### src/rtl/alu_ctrl_seq.sv
// Registered ALU-control decode stage at ID/EX. Multi-cycle mult/div are sequenced by
// a latency counter, and HI/LO-dependent instructions are stalled while one is in flight.
module alu_ctrl_seq #(
  parameter int MUL_CYCLES = 4,
  parameter int DIV_CYCLES = 32,
  parameter int CNT_W      = 6
) (
  input  logic             i_clk,
  input  logic             i_rst,
  input  logic             i_valid,
  input  logic [3:0]       i_ALUOp,
  input  logic [5:0]       i_funct,
  input  logic             i_flush,
  output logic             o_ready,
  output logic             o_valid,
  output logic [3:0]       o_ALUControl,
  output logic             o_illegal,
  output logic             o_md_busy,
  output logic             o_md_op,
  output logic             o_md_start,
  output logic             o_md_done,
  output logic [1:0]       o_dbg_state,
  output logic [CNT_W-1:0] o_dbg_cnt
);

  // Handshake: the stage takes an instruction on a rising edge when i_valid && o_ready
  // && !i_flush. o_ready only drops for a HI/LO-op offered while mult/div is busy.

  typedef enum logic [1:0] {
    S_IDLE = 2'd0,
    S_MUL  = 2'd1,
    S_DIV  = 2'd2
  } state_t;

  localparam logic [CNT_W-1:0] MUL_LOAD = CNT_W'(MUL_CYCLES - 1);
  localparam logic [CNT_W-1:0] DIV_LOAD = CNT_W'(DIV_CYCLES - 1);

  state_t           r_state;
  state_t           w_next;
  logic [CNT_W-1:0] r_cnt;
  logic             r_valid;
  logic [3:0]       r_code;
  logic             r_illegal;
  logic             r_md_op;
  logic             r_md_start;

  logic [3:0]       w_code;
  logic             w_illegal;
  logic             w_is_mul;
  logic             w_is_div;
  logic             w_hilo;
  logic             w_busy;
  logic             w_ready;
  logic             w_accept;
  logic             w_md_launch;
  logic             w_done;

  always_comb begin
    w_code    = 4'b1111;
    w_illegal = 1'b1;
    w_is_mul  = 1'b0;
    w_is_div  = 1'b0;
    w_hilo    = 1'b0;
    case (i_ALUOp)
      4'b0000: begin w_code = 4'b0000; w_illegal = 1'b0; end
      4'b0001: begin w_code = 4'b0001; w_illegal = 1'b0; end
      4'b0011: begin w_code = 4'b0010; w_illegal = 1'b0; end
      4'b0100: begin w_code = 4'b0011; w_illegal = 1'b0; end
      4'b0101: begin w_code = 4'b1000; w_illegal = 1'b0; end
      4'b0010: begin
        w_illegal = 1'b0;
        case (i_funct)
          6'b100000: w_code = 4'b0000;
          6'b100010: w_code = 4'b0001;
          6'b100100: w_code = 4'b0010;
          6'b100101: w_code = 4'b0011;
          6'b100111: w_code = 4'b1001;
          6'b101010: w_code = 4'b1000;
          6'b000000: w_code = 4'b0100;
          6'b000010: w_code = 4'b0101;
          6'b000011: w_code = 4'b0110;
          6'b100110: w_code = 4'b0111;
          6'b011000: begin w_code = 4'b1100; w_is_mul = 1'b1; w_hilo = 1'b1; end
          6'b011010: begin w_code = 4'b1101; w_is_div = 1'b1; w_hilo = 1'b1; end
          6'b010000: begin w_code = 4'b1010; w_hilo = 1'b1; end
          6'b010010: begin w_code = 4'b1011; w_hilo = 1'b1; end
          default:   begin w_code = 4'b1111; w_illegal = 1'b1; end
        endcase
      end
      default: begin w_code = 4'b1111; w_illegal = 1'b1; end
    endcase
  end

  assign w_busy      = (r_state != S_IDLE);
  assign w_ready     = !(w_busy && i_valid && w_hilo);
  assign w_accept    = i_valid && w_ready && !i_flush;
  // Stalling keeps every accepted mult/div in IDLE, so launch never overlaps a busy window.
  assign w_md_launch = (r_state == S_IDLE) && w_accept && (w_is_mul || w_is_div);
  assign w_done      = w_busy && (r_cnt == '0);

  always_ff @(posedge i_clk or posedge i_rst) begin
    if (i_rst) begin
      r_state <= S_IDLE;
    end else begin
      r_state <= w_next;
    end
  end

  always_comb begin
    w_next = r_state;
    case (r_state)
      S_IDLE: begin
        if (w_md_launch && w_is_mul) begin
          w_next = S_MUL;
        end else if (w_md_launch && w_is_div) begin
          w_next = S_DIV;
        end
      end
      S_MUL, S_DIV: begin
        if (r_cnt == '0) begin
          w_next = S_IDLE;
        end
      end
      default: w_next = S_IDLE;
    endcase
  end

  always_ff @(posedge i_clk or posedge i_rst) begin
    if (i_rst) begin
      r_cnt      <= '0;
      r_md_op    <= 1'b0;
      r_md_start <= 1'b0;
    end else begin
      r_md_start <= w_md_launch;
      if (w_md_launch) begin
        r_cnt   <= w_is_div ? DIV_LOAD : MUL_LOAD;
        r_md_op <= w_is_div;
      end else if (w_busy && (r_cnt != '0)) begin
        r_cnt <= r_cnt - 1'b1;
      end
    end
  end

  always_ff @(posedge i_clk or posedge i_rst) begin
    if (i_rst) begin
      r_valid   <= 1'b0;
      r_code    <= 4'b0000;
      r_illegal <= 1'b0;
    end else begin
      r_valid <= w_accept;
      if (w_accept) begin
        r_code    <= w_code;
        r_illegal <= w_illegal;
      end
    end
  end

  assign o_ready      = w_ready;
  assign o_valid      = r_valid;
  assign o_ALUControl = r_code;
  assign o_illegal    = r_illegal;
  assign o_md_busy    = w_busy;
  assign o_md_op      = r_md_op;
  assign o_md_start   = r_md_start;
  assign o_md_done    = w_done;
  assign o_dbg_state  = r_state;
  assign o_dbg_cnt    = r_cnt;

endmodule

### config.mk
export PLATFORM = sky130hd
export DESIGN_NAME = alu_ctrl_seq
export DESIGN_NICKNAME = d
export VERILOG_FILES = /design/src/rtl/alu_ctrl_seq.sv
export SDC_FILE = /design/constraint.sdc
export NUM_CORES = 1
export LEC_CHECK = 0
export BUFFER_PORTS_ARGS = -buffer_cell sky130_fd_sc_hd__buf_2
export CELL_PAD_IN_SITES_DETAIL_PLACEMENT = 1
export CELL_PAD_IN_SITES_GLOBAL_PLACEMENT = 1
export CORE_MARGIN = 2
export CORE_UTILIZATION = 36
export DETAILED_ROUTE_END_ITERATION = 7
export PLACE_DENSITY_LB_ADDON = 0.1
export SLEW_MARGIN = 5
export SYNTH_ARGS = -nofsm -noshare
export SYNTH_HDL_FRONTEND = slang
export SYNTH_SLANG_ARGS = --single-unit
### constraint.sdc
create_clock -name i_clk -period 2.3 [get_ports i_clk]
set_input_delay 0.46 -clock i_clk [delete_from_list [all_inputs] [get_ports i_clk]]
set_output_delay 0.46 -clock i_clk [all_outputs]
set_load 0.05 [all_outputs]
==> results of run 1 <==
==> cell usage after synthesis, drive strengths merged (2+ instances only) <==
| library cell | number |
|---|---|
| dfrtp | 16 |
| nor2 | 14 |
| a21oi | 12 |
| inv | 9 |
| nand2 | 8 |
| xor2 | 5 |
| a31oi | 3 |
| buf | 3 |
| clkbuf | 3 |
| ha | 3 |
| o21ai | 3 |
| or3 | 3 |
| a211oi | 2 |
| a22o | 2 |
| mux2i | 2 |
| nand2b | 2 |
| nand3 | 2 |
| nand3b | 2 |
| nor2b | 2 |
| nor3 | 2 |
| or4b | 2 |
| xnor2 | 2 |
==> flip-flops by register name (all words and copies together), names as in the netlist <==
signal,count
o_md_op,1
o_ALUControl,4
o_dbg_state,2
o_dbg_cnt,6
o_illegal,1
o_valid,1
o_md_start,1
==> cells by family after synthesis <==
logic type / share of synthesized area (%)
xor gates and xnor gates: 5.85
and+or+nand+nor: 22.3
muxes: 2.98
DFF: 38.2
AOI/OAI and AO/OA: 19.3
buffers and inverters: 7.76
adders and majority gates: 3.58
==> metrics by stage <==
| stage | setup WS (ns) | utilization [%] | power [µW] | hold WS [ns] | instances |
|---|---|---|---|---|---|
| global placement | 0.117 | 45.3 | 648 | 0.473 | 181 |
| floorplan | 0.214 | - | 570 | 0.374 | 119 |
| detailed placement | 0.102 | 45.3 | 652 | 0.490 | 181 |
| finish | 0.128 | 46.8 | 829 | 0.237 | 185 |
| CTS | 0.0860 | 46.6 | 839 | 0.247 | 185 |
| global route | 0.00826 | 46.8 | 884 | 0.285 | 185 |
==> placed cells by master (no fill, tap or decap), drive strengths merged, types with 2 or more instances in the layout <==
master	netlist	routed
a211oi	2	2
a21oi	12	12
a22o	2	2
a31oi	3	3
buf	3	36
clkbuf	3	5
dfrtp	16	16
ha	3	3
inv	9	9
mux2i	2	2
nand2	8	8
nand2b	2	2
nand3	2	2
nand3b	2	2
nor2	14	14
nor2b	2	2
nor3	2	2
o21ai	3	3
or3	3	3
or4b	2	2
xnor2	2	2
xor2	5	5
==> critical path: cells and delay by family <==
kind / cells / cell delay [ns]
buffers and inverters: 2 / 0.35
AND/OR/NAND/NOR: 3 / 0.91
==> how the worst min path moves through the flow <==
stage | end | slack, ns | cells past startpoint
2_1_floorplan | o_ALUControl[0]$_DFFE_PP0N_ | 0.37 | 1
3_3_place_gp | o_md_op$_DFFE_PP0P_ | 0.47 | 2
3_5_place_dp | o_md_op$_DFFE_PP0P_ | 0.49 | 2
4_1_cts | o_valid$_DFF_PP0_ | 0.25 | 2
5_1_grt | o_dbg_cnt[1]$_DFFE_PP0P_ | 0.29 | 2
6_report | o_valid$_DFF_PP0_ | 0.24 | 2
==> final cells by class <==
class                   count  area [µm²]
inverters                  10        42.5
well taps                  31        38.8
flip-flops and latches     16         400
multi-input cells          87         572
fillers                   350        1470
repair buffers             37         200
clock buffers               4        36.3
==> where the power goes <==
part	internal (µW)	switching (µW)	total (µW)
Combinational	88.4	219	307
Sequential	314	25.0	339
Clock	96.2	86.7	183
==> layer usage <==
metal	up-vias	track usage (%)
met5	-	0
met4	0	5.98
met3	2	2.01
met2	16	29.2
met1	477	21.4
li1	491	-
==> out/results.tsv, run 1 <==
metric	value	unit
status	completed	
largest area contributor in the netlist	dfrtp_1	
RSZ-0062 raised after global routing	no	
Slew Limit Fails	0	
cell leakage power	0.000568	µW
FFs w/ async S/R, synth	100	%
DR DRC count	0	
synth warn	0	
Synth area leaders	dfrtp_1, a21oi_1, nor2_1	
chip width	58.0	µm
number of synthesized flops with an enable pin	0	
Worst Skew	0.00338	ns
Routed WL	2.54	mm
fin crit period	2.17	ns
fraction of layout cells with a size suffix above 1	31.8	%
Syn Std Cell Area	0.00105	mm²
final instance area	0.00129	mm²
Worst-Margin Slew	0.615	ns
post-CTS resize count	0	
GPL Wtd Cong	0.735	
vias in the first global route	957	
global route overflow	0	
synthesized instance count	119	
PD cells	643	mW/mm²
cell breakdown of the critical path	buf_2, or4b_1, nor3_1, nand2_1, buf_2	
# setup viols final	0	
worst ir drop on vdd	0.700	mV
Root Buffer	clkbuf_4	
area fraction of the dominant cell type after synthesis	38.2	%
flop and latch count out of synthesis	16	
core box area	0.00276	mm²
Synth Flop Type	dfrtp_1	
CTS tree	yes	
Final nets	172	
Worst setup EP type	primary output	
# rows	19	
TNS Setup	0	ns
port bufs	32	
TritonCTS Sinks	16	
Cell variety after synth	42	
HPWL Detailed	2.03	mm
GRT Overall Usage	16.8	%
metal1 wirelength	1.14	mm
Critical R2R Capture	o_dbg_state[0]$_DFFE_PP0P_	
clock-pin slew on the worst setup and hold paths	0.09	ns
H-tree depth	1	
wire length on met2	1.30	mm
Register-to-Register Setup Slack	0.49	ns
Die Height	58.0	µm
CTS Buffer Depth	2	
max cap viols	0	
initial antenna violation count	0	
Hold Buf Count CTS	0	
CP Data Required Time	1.84	ns
vias	986	
Setup CP Type	in2out	
TritonCTS Buffers	3	
Top Layer Used	met4	
Final Hold Fails	0	
Worst Reg-to-Reg Cells	7	
starting DRC count in detailed routing	17	
syn avg cell area	8.81	µm²
area of the die	0.00336	mm²
IO Pins	33	
Clk Latency, worst-skew pair	0.28	ns
most used cell along the critical path	buf_2	
Vias/cell	5.33	
Final Cycle Share	94.5	%
Seq/Total Area, Yosys	38.2	%
CP Data Arrival Time	1.71	ns
first-pass iteration count of the detailed router	4	
first-pass GRT wire length	4.37	mm
Min-Delay Path Class	in2async	
startpoint types	primary input	
remaining antenna violation count after routing	0	
largest net degree at the start of global routing	17	
highest-delay cell along the critical path	or4b_1	
syn nets	136	
end of the critical path	o_ready	
Worst Path Max Fanout	7	
starting density of the core	38.0	%
Fmax achieved	0.460	GHz
slew margin rel.	58.9	%
DP Area	0.00125	mm²
Area Overhead vs Synth	23.0	%
Largest stage delay, worst path	0.57	ns
ant diodes	0	
Critical R2R Launch	o_dbg_state[0]$_DFFE_PP0P_	
CP Launch Point	i_ALUOp[2]	
routed len/inst	13.7	µm
met3 WL	65	µm
Post-CTS Setup Inserts	0	
No activity file was read; power rests on OpenSTA's default activity.
==> run 2: changes to the inputs <==
- CORE_ASPECT_RATIO: default -> 0.9
- CORE_UTILIZATION: 36 -> 39
- clock period: 2.3 -> 2.7 ns (I/O delays scaled with it)
==> run 2 against run 1 <==
- the run now ends with design-rule violations left
- via count increased by 0.61%
- wire length increased by 12%
- cell count decreased by 4.3%
- register-to-register slack improved by 0.30 ns
- critical path depth unchanged
- final area decreased by 3.4%
==> out/results.tsv, run 2 (synthesis results as in run 1) <==
metric	value	unit	change
startpoint types	primary input		
cell leakage power	0.000546	µW	-3.9%
routed len/inst	16.1	µm	+17%
Register-to-Register Setup Slack	0.79	ns	+0.30 ns
Die Height	53.2	µm	-8.2%
fraction of layout cells with a size suffix above 1	28.9	%	-3.0 points
Clk Latency, worst-skew pair	0.29	ns	about the same
most used cell along the critical path	buf_2		
first-pass GRT wire length	4.85	mm	+11%
DR DRC count	2		+2
chip width	58.7	µm	+1.2%
CTS tree	yes		
fin crit period	2.44	ns	
violations in the final reports	design-rule violations		
# rows	17		-2
Fmax achieved	0.410	GHz	
CP bufs+invs	2		unchanged
first-pass iteration count of the detailed router	6		+2
TritonCTS Sinks	16		unchanged
Final nets	167		-2.9%
H-tree depth	1		unchanged
Worst setup EP type	primary output		
vias	992		+0.61%
most crowded layer after global routing	met2		
vias in the first global route	1001		+4.6%
cell breakdown of the critical path	buf_2, or4b_1, nor3_1, nand2_1, buf_2		
Worst Skew	0.00607	ns	+0.00269 ns
DP Area	0.00120	mm²	-3.5%
ant diodes	0		unchanged
CP Data Arrival Time	1.90	ns	+0.19 ns
Min-Delay Path Class	in2async		
starting density of the core	41.8	%	+3.8 points
CP Data Required Time	2.16	ns	+0.32 ns
final instance area	0.00125	mm²	-3.4%
Final Hold Fails	0		unchanged
CTS Buffer Depth	2		unchanged
Root Buffer	clkbuf_4		
port bufs	32		unchanged
TNS Setup	0	ns	unchanged
worst ir drop on vdd	0.330	mV	-53%
Area Overhead vs Synth	18.9	%	
Crit path max-delay family	simple AND/OR/NAND/NOR gates		
most frequent cells in the layout	buf_2, dfrtp_1, nor2_1, a21oi_1, inv_1		
area of the die	0.00312	mm²	-7.1%
PD cells	577	mW/mm²	-10%
starting DRC count in detailed routing	25		+8
max FFs per register	6		unchanged
met3 usage	5.62	%	+3.6 points
highest-delay cell along the critical path	or4b_1		
global route overflow	0		unchanged
RSZ-0062 raised after global routing	no		
largest net degree at the start of global routing	17		unchanged
commonest non-fill, non-tap cell in the layout	buf_2		
Critical R2R Launch	o_dbg_state[0]$_DFFE_PP0P_		
Worst Reg-to-Reg Cells	7		unchanged
Worst-Margin Slew	0.671	ns	+0.0558 ns
TritonCTS Buffers	3		unchanged
met2 Track Usage GR	33.9	%	+4.7 points
Critical R2R Capture	o_dbg_state[0]$_DFFE_PP0P_		
Setup CP Type	in2out		
# setup viols final	0		unchanged
Post-CTS Setup Inserts	0		unchanged
Vias/cell	5.60		+5.2%
Slew Limit Fails	0		unchanged
slew margin rel.	55.1	%	-3.9 points
Largest stage delay, worst path	0.59	ns	+0.02 ns
max cap viols	0		unchanged
status	finished, violations left		
met1 global-route usage	27.7	%	+6.3 points
HPWL Detailed	2.22	mm	+9.1%
IO Pins	33		unchanged
remaining antenna violation count after routing	0		unchanged
Final Cycle Share	90.4	%	
core box area	0.00251	mm²	-9.0%
Power, Total	719	µW	-13%
GRT Overall Usage	20.8	%	+4.0 points
GPL Wtd Cong	0.791		+7.7%
post-CTS resize count	0		unchanged
Hold Buf Count CTS	0		unchanged
Worst Path Max Fanout	7		unchanged
clock-pin slew on the worst setup and hold paths	0.10	ns	about the same
Routed WL	2.85	mm	+12%
initial antenna violation count	0		unchanged
[run 2: layout make-up]
type                       instances  area [µm²]
fill                             317        1260
timing repair buffer              32         160
clock buffer                       4        36.3
sequential                        16         400
multi-input combinational         87         572
tap                               28        35.0
inverter                          10        42.5
[run 2: layer usage]
layer	routed length, µm	vias to the layer above	part of all wire [%]
met1	1350	488	47
li1	-	479	-
met4	35	0	1.2
met2	1350	23	47
met3	117	2	4.1
met5	0	-	0
[run 2: through the flow]
| stage | util [%] | worst slack, ns | hold slack [ns] | cells |
|---|---|---|---|---|
| global placement | 48.0 | 0.364 | 0.464 | 173 |
| detailed placement | 48.0 | 0.310 | 0.494 | 173 |
| global route | 49.7 | 0.179 | 0.353 | 177 |
| finish | 49.7 | 0.259 | 0.305 | 177 |
| floorplan | - | 0.315 | 0.454 | 119 |
| CTS | 49.5 | 0.306 | 0.314 | 177 |
[run 2: worst max path at each step]
stage | start | endpoint | slack (ns) | cells after the start
2_1_floorplan | o_dbg_cnt[0]$_DFFE_PP0P_ | o_md_done | 0.32 | 5
3_3_place_gp | i_ALUOp[2] | o_dbg_state[0]$_DFFE_PP0P_ | 0.36 | 6
3_5_place_dp | i_ALUOp[2] | o_ready | 0.31 | 5
4_1_cts | i_ALUOp[2] | o_ready | 0.31 | 5
5_1_grt | i_ALUOp[2] | o_ready | 0.18 | 5
6_report | i_ALUOp[2] | o_ready | 0.26 | 5
[run 2: where the power goes]
group | switching [µW] | total, µW | internal (µW)
Sequential | 24.7 | 293 | 268
Combinational | 193 | 265 | 72.8
Clock | 78.8 | 161 | 82.2
Total | 296 | 719 | 423
==> run 3: changes to the inputs <==
- CORE_UTILIZATION: 39 -> 36
- PLACE_DENSITY: default -> 0.78
- PLACE_DENSITY_LB_ADDON: 0.1 -> default
- clock period: 2.7 -> 2.8 ns (I/O delays scaled with it)
==> run 3 against run 2 <==
- the run now ends clean
- count of clock-buffer cells in the layout did not move
- sequential power shrank 5%
- utilization fell by 4.0 points
- largest cell class unchanged
==> out/results.tsv, run 3 (synthesis results as in run 1) <==
metric	value	unit	change
status	completed		
CP Data Arrival Time	1.85	ns	-0.05 ns
Worst-Margin Slew	0.607	ns	-0.0640 ns
ant diodes	0		unchanged
most frequent cells in the layout	buf_2, dfrtp_1, nor2_1, a21oi_1, inv_1		
post-route insts no fill	190		+7.3%
Routed WL	2.71	mm	-5.0%
H-tree depth	1		unchanged
Setup CP Type	in2out		
Final Hold Fails	0		unchanged
starting DRC count in detailed routing	17		-32%
Min-Delay Path Class	in2async		
Post-CTS Setup Inserts	0		unchanged
Final Cycle Share	86.0	%	
vias	987		-0.50%
RSZ-0062 raised after global routing	no		
post-CTS resize count	0		unchanged
routed len/inst	14.3	µm	-12%
TritonCTS Sinks	16		unchanged
# setup viols final	0		unchanged
fin crit period	2.41	ns	
largest net degree at the start of global routing	17		unchanged
Slew Limit Fails	0		unchanged
Fmax achieved	0.415	GHz	
Final nets	168		+0.60%
Placed Cells	186		+7.5%
GPL Wtd Cong	0.825		+4.2%
# rows	18		+1
startpoint types	primary input		
max FFs per register	6		unchanged
Vias/cell	5.19		-7.3%
WHS	0.333	ns	+0.0280 ns
CTS tree	yes		
cell leakage power	0.000548	µW	+0.49%
port bufs	32		unchanged
Area Overhead vs Synth	20.5	%	
initial antenna violation count	0		unchanged
Multi-input gate area	567	µm²	-0.88%
first-pass GRT wire length	4.17	mm	-14%
max cap viols	0		unchanged
Die Height	55.2	µm	+3.8%
global route overflow	0		unchanged
core box area	0.00277	mm²	+10%
Hold Buf Count CTS	0		unchanged
area of the die	0.00336	mm²	+7.7%
Clk Latency, worst-skew pair	0.28	ns	about the same
Worst setup EP type	primary output		
Power, Total	681	µW	-5.3%
chip width	60.9	µm	+3.8%
first-pass iteration count of the detailed router	4		-2
clock-pin slew on the worst setup and hold paths	0.09	ns	about the same
starting density of the core	37.9	%	-3.9 points
commonest non-fill, non-tap cell in the layout	buf_2		
HPWL Detailed	2.22	mm	-0.23%
Worst Path Max Fanout	7		unchanged
CTS Buffer Depth	2		unchanged
PD cells	539	mW/mm²	-6.6%
IO Pins	33		unchanged
vias in the first global route	923		-7.8%
TritonCTS Buffers	3		unchanged
slew margin rel.	59.5	%	+4.4 points
FF+latch area	400	µm²	unchanged
Worst Skew	0.000408	ns	-0.00566 ns
GRT Overall Usage	17.3	%	-3.5 points
Fillers	351		+11%
worst ir drop on vdd	0.250	mV	-24%
remaining antenna violation count after routing	0		unchanged
CP Data Required Time	2.24	ns	+0.08 ns
TNS Setup	0	ns	unchanged
DR DRC count	0		-2
fraction of layout cells with a size suffix above 1	28.7	%	-0.19 points
Root Buffer	clkbuf_4		
-- run 3: cell count changes in the layout (fill, tap and decap cells not counted), sizes merged --
cell  previous run  this run
buf             32        33
-- run 3: critical path, stage by stage --
cell and delay (ns):
buf_2 0.14, or4b_1 0.56, nor3_1 0.29, nand2_1 0.08, buf_2 0.21
-- run 3: path summary, 6_finish.rpt --
check,slack (ns),to,start,depth (start not counted)
setup / recovery,0.39,o_ready,i_ALUOp[2],5
hold / removal,0.33,o_ALUControl[3]$_DFFE_PP0N_,i_rst,2
setup reg to reg,0.91,o_dbg_state[0]$_DFFE_PP0P_,o_dbg_state[0]$_DFFE_PP0P_,7
hold reg to reg,0.54,o_dbg_state[1]$_DFFE_PP0P_,o_dbg_state[1]$_DFFE_PP0P_,1
max in group asynchronous,2.08,o_md_start$_DFF_PP0_,i_rst,2
min in group i_clk,0.54,o_dbg_state[1]$_DFFE_PP0P_,o_dbg_state[1]$_DFFE_PP0P_,1
-- run 3: per-layer routing --
layer	GRT usage, %	part of all wire, %
met1	21.7	47
met4	5.43	0.70
met2	30.3	48
met5	0	0
met3	3.26	3.8
-- run 3: stage by stage --
| stage | area (µm²) | util [%] | setup WS (ns) |
|---|---|---|---|
| 2_1_floorplan | 1050 | - | 0.395 |
| 3_3_place_gp | 1230 | 44.3 | 0.440 |
| 3_5_place_dp | 1230 | 44.3 | 0.373 |
| 4_1_cts | 1260 | 45.6 | 0.374 |
| 5_1_grt | 1260 | 45.6 | 0.319 |
| 6_report | 1260 | 45.6 | 0.393 |
-- run 3: where the power goes --
| part | switching, µW | total [µW] | internal [µW] |
|---|---|---|---|
| registers | 19.5 | 278 | 258 |
| logic | 182 | 253 | 70.5 |
| clock network | 71.4 | 150 | 79.0 |
| total | 273 | 681 | 408 |
-- run 3: cell type report --
class	instances	area share, %
Sequential cell	16	31.7
Clock buffer	4	2.87
Multi-Input combinational cell	87	44.9
Inverter	10	3.37
Timing Repair Buffer	33	13.3
Tap cell	40	3.96
